===== config.mk =====
export PLATFORM = sky130hd
export DESIGN_NAME = store_buffer
export DESIGN_NICKNAME = d
export VERILOG_FILES = /design/src/rtl/store_buffer.sv
export SDC_FILE = /design/constraint.sdc
export NUM_CORES = 1
export LEC_CHECK = 0
export BUFFER_PORTS_ARGS = -buffer_cell sky130_fd_sc_hd__buf_2
export CAP_MARGIN = 20
export CORE_ASPECT_RATIO = 0.5
export CORE_MARGIN = 4
export CORE_UTILIZATION = 55
export DETAILED_ROUTE_END_ITERATION = 10
export PLACE_DENSITY = 0.78
export SYNTH_ARGS = -nofsm -noshare
export SYNTH_HDL_FRONTEND = slang
export SYNTH_SLANG_ARGS = --single-unit

===== constraint.sdc =====
create_clock -name i_clk -period 8.6 [get_ports i_clk]
set_clock_uncertainty 0.05 [all_clocks]
set_input_delay 0.86 -clock i_clk [delete_from_list [all_inputs] [get_ports i_clk]]
set_output_delay 0.86 -clock i_clk [all_outputs]
set_load 0.01 [all_outputs]

===== src/rtl/store_buffer.sv =====
// store_buffer: posted-write FIFO between the core data port and memory,
// with youngest-match load forwarding and a flush/drain handshake.
module store_buffer #(
    parameter int DEPTH = 4,
    parameter int AW    = 32,
    parameter int DW    = 32,
    localparam int PW   = $clog2(DEPTH),
    localparam int CW   = PW + 1
) (
    input  logic          i_clk,
    input  logic          i_reset,
    input  logic          i_memwrite,
    input  logic          i_memread,
    input  logic [AW-1:0] i_dataadr,
    input  logic [DW-1:0] i_writedata,
    input  logic          i_flush,
    output logic          o_stall,
    output logic          o_fwd_hit,
    output logic [DW-1:0] o_fwd_data,
    output logic          o_mem_valid,
    output logic [AW-1:0] o_mem_addr,
    output logic [DW-1:0] o_mem_wdata,
    input  logic          i_mem_ready,
    output logic [CW-1:0] o_count,
    output logic          o_flush_done
);
    localparam logic [0:0] S_RUN   = 1'b0;
    localparam logic [0:0] S_DRAIN = 1'b1;

    logic [AW-1:0] r_addr [DEPTH];
    logic [DW-1:0] r_data [DEPTH];
    logic [PW-1:0] r_wp, r_rp;
    logic [CW-1:0] r_count;
    logic [0:0]    r_state;
    logic          r_flush_done;
    logic          w_full, w_enq, w_deq, w_hit;
    logic [CW-1:0] w_count_nx;
    logic [PW-1:0] w_idx;
    logic [DW-1:0] w_fdata;

    assign w_full       = r_count == CW'(DEPTH);
    assign o_stall      = (r_state == S_DRAIN) ? (i_memwrite | i_memread) : (i_memwrite & w_full);
    assign w_enq        = i_memwrite & ~o_stall;
    assign o_mem_valid  = r_count != '0;
    assign w_deq        = o_mem_valid & i_mem_ready;
    assign w_count_nx   = r_count + CW'(w_enq) - CW'(w_deq);
    assign o_mem_addr   = o_mem_valid ? r_addr[r_rp] : '0;
    assign o_mem_wdata  = o_mem_valid ? r_data[r_rp] : '0;
    assign o_count      = r_count;
    assign o_flush_done = r_flush_done;
    assign o_fwd_hit    = i_memread & ~i_memwrite & w_hit;
    assign o_fwd_data   = o_fwd_hit ? w_fdata : '0;

    // Scan oldest to youngest so the last match found is the youngest store.
    always_comb begin
        w_hit   = 1'b0;
        w_fdata = '0;
        w_idx   = '0;
        for (int k = 0; k < DEPTH; k++) begin
            w_idx = r_rp + PW'(k);
            if (CW'(k) < r_count && r_addr[w_idx][AW-1:2] == i_dataadr[AW-1:2]) begin
                w_hit   = 1'b1;
                w_fdata = r_data[w_idx];
            end
        end
    end

    always_ff @(posedge i_clk or posedge i_reset) begin
        if (i_reset) begin
            r_wp         <= '0;
            r_rp         <= '0;
            r_count      <= '0;
            r_state      <= S_RUN;
            r_flush_done <= 1'b0;
            for (int i = 0; i < DEPTH; i++) begin
                r_addr[i] <= '0;
                r_data[i] <= '0;
            end
        end else begin
            if (w_enq) begin
                r_addr[r_wp] <= i_dataadr;
                r_data[r_wp] <= i_writedata;
                r_wp         <= r_wp + 1'b1;
            end
            if (w_deq)
                r_rp <= r_rp + 1'b1;
            r_count      <= w_count_nx;
            r_flush_done <= (r_state == S_RUN) ? (i_flush && r_count == '0) : (w_count_nx == '0);
            r_state      <= (r_state == S_RUN) ? ((i_flush && r_count != '0) ? S_DRAIN : S_RUN)
                                               : ((w_count_nx == '0) ? S_RUN : S_DRAIN);
        end
    end
endmodule


==> results.yml <==
timing:
  clock.fmax_ghz: 0.151
  setup_viol: 0
  final.setup.tns_ns: 0
  slew_viol_final: 0
  slew_headroom_pct: 25.4
  rsz0062_at_grt: "no"
  tightest_slew_ns: 1.12
  hold_violations: 0
  min_period_ns: 6.64
  period_share_pct: 77.2
worst_setup_path:
  crit_buf_inv: 3
  critPathKind: "register to output port"
  required_ns: 7.69
  end_kind: "output port"
  cp_max_fo: 41
  cp_cell_sequence: "buf_4 > mux4_2 > xnor2_1 > nand4_1 > a2111oi_2 > nand4_1 > or4b_1 > buf_4 > nand2_2 > a211oi_1 > nor4_1 > buf_2"
  max_stage_delay_ns: 0.81
  startpoint_type: "register"
  slowest_stage: "dfrtp_4"
  cp_top_family: "simple AND/OR/NAND/NOR gates"
  crit_arrival_ns: 5.73
detailed_routing:
  wire_per_inst_um: 23.5
  drtAntennaViolNets: 0
  vias: 14400
  routed_via_density: 6.51
  drtPass1Iterations: 5
  drtIter0Drc: 1222
  routed_wl_mm: 51.8
  drt_drc_violations_left: 0
cells_and_area:
  syn_to_final_growth_pct: 10.3
  drive_above_1_share_pct: 37.6
  fillerInstances: 2658
  final_nets: 1823
global_routing:
  grt_pass1_wl_mm: 82.5
  antenna_found_initial: 5
  grt_usage_pct: 27.6
  grt_max_degree: 134
  grt_pass1_vias: 14500
  grt-ovfl-total: 0
clocking:
  cts_resized: 0
  cts_tree: "done"
  clkLatencyLatePin_ns: 0.55
  root_buffer: "clkbuf_16"
  cts_max_level: 1
  numCtsBuffers: 26
  cts_sinks: 265
  postCtsSetupBuffers: 0
  cts_buffer_depth: 3
  ctsHoldBuffers: 0
  clk_pin_slew_ns: 0.07
yosys:
  ys.flop_type: "dfrtp_1"
  syn_inst: 1671
  yosysWarnings: 0
  synth_edf_count: 0
  synth.area.top_cells: "dfrtp_1 (35%), mux2_2 (18%), mux4_2 (13%)"
  synth_area_sq_um: 18700
  yosysTopAreaCell: "dfrtp_1"
  synth_nets: 1750
  synth-async-reset-ratio_pct: 100
  synth_most_common_cell: "mux2_2"
  synth_cell_types: 64
  synth_top_area_share_pct: 35.5
  ys_ff_latch: 265
  ys_seq_area_share_pct: 35.5
  avgSynthCellArea_sq_um: 11.2
  synth_common_cells: "mux2_2 (293), dfrtp_1 (265), nor2_1 (143), mux2i_1 (132), mux4_2 (105)"
floorplan:
  floorplan.die.width_um: 269
  die_height_um: 138
  core-area_sq_um: 33300
  rows: 47
  ioPinCount: 173
  start_util_pct: 56.1
  dieArea_sq_um: 37200
power:
  leakage_nw: 9.00
  ir_drop_uv: 193
  power_w: 0.00897
  pwr_density_cell_nw_per_um2: 435
status:
  status: "complete, no violations"
place:
  portBuffers: 172
  gp_congestion: 0.983
  post-dp-hpwl_mm: 34.5
job:
  maxCapViolCount: 0
worst_hold_path:
  hold_path_class: "input port to asynchronous set/reset pin"
==> where the power goes <==
| group | internal [W] | switching, W |
|---|---|---|
| sequential | 0.00185 | 0.000700 |
| combinational | 0.00259 | 0.00251 |
| clock | 0.000795 | 0.000518 |
==> worst reg2reg max path: stages, from the launching register on <==
cell and delay, ns:
dfrtp_1 0.51, a41oi_1 0.35, and2_1 0.52, inv_1 0.11, ha_1 0.31, inv_1 0.06, ha_1 0.14, inv_1 0.07
fa_1 0.52, inv_1 0.07, nor4_1 0.42, a31o_2 0.17
==> layer usage <==
layer	GRT usage, %	vias to the layer above	part of all wire, %
li1	-	6334	-
met1	37.7	7282	42
met2	43.8	602	47
met3	5.29	155	7.1
met4	11.5	0	4.7
met5	0	-	0
==> flip-flops by register name, summed over array words and instances (netlist names) <==
| name | cells |
|---|---|
| o_flush_done | 1 |
| r_wp | 2 |
| r_data | 128 |
| r_state | 1 |
| r_addr | 128 |
| r_rp | 2 |
| o_count | 3 |
==> cells by family (layout without fill, tap and decap cells) <==
kind of cell | after synthesis | after routing | synth area share (%)
multiplexers | 531 | 531 | 37.5
AND/OR/NAND/NOR | 397 | 397 | 10.6
flip-flops | 265 | 265 | 35.5
AO/OA/AOI/OAI | 190 | 190 | 6.35
buffers and inverters | 170 | 261 | 4.34
XOR/XNOR | 109 | 109 | 5.11
adder cells (fa/ha/maj) | 9 | 9 | 0.643
other | 0 | 5 | 0
==> layout by cell type, fill, tap and decap left out, types with 8 or more instances in the layout <==
master,Yosys,routed
mux2_2,293,293
dfrtp_1,265,263
buf_2,26,172
nor2_1,143,143
mux2i_1,132,132
mux4_2,105,105
a21oi_1,77,77
xnor2_1,55,55
xor2_1,54,54
nand2_1,55,51
nor3_1,41,40
nor4_1,40,40
nor2b_1,40,39
a211oi_1,39,39
and2_1,33,33
o21ai_0,30,30
clkbuf_16,0,26
buf_4,6,23
inv_1,17,16
and3_1,11,11
nand4_1,10,10
ha_1,8,8
==> per-stage QoR <==
stage,cells,utilization [%],hold WS (ns),instance area (sq um),worst slack [ns]
global placement,2156,58.9,0.433,19600,2.76
finish,2208,61.9,0.439,20600,1.96
global route,2208,61.9,0.469,20600,1.64
floorplan,1671,-,0.420,18700,0.393
CTS,2202,61.8,0.457,20600,2.03
detailed placement,2156,58.9,0.442,19600,2.65
==> worst paths after layout <==
check	cells past startpoint	slack, ns	end	start
min	2	0.44	r_data[89]	i_reset
max in group asynchronous	3	6.47	r_rp[1]	i_reset
min reg2reg	1	0.45	r_addr[64]	r_addr[64]
min in group i_clk	1	0.45	r_addr[64]	r_addr[64]
max reg2reg	11	5.23	o_flush_done	o_count[2]
max	12	1.96	o_fwd_data[26]	r_rp[1]
==> area by class of cell <==
cell class | count | area, sq um | area share [%]
clock buffers | 32 | 703 | 3.41
well taps | 441 | 552 | 2.68
repair buffers | 196 | 1060 | 5.15
diodes | 5 | 12.5 | 0.0607
flip-flops and latches | 265 | 6640 | 32.2
inverters | 19 | 80.1 | 0.388
clock inverters | 14 | 277 | 1.34
multi-input cells | 1236 | 11300 | 54.8
(Power assumes the default switching activity.)
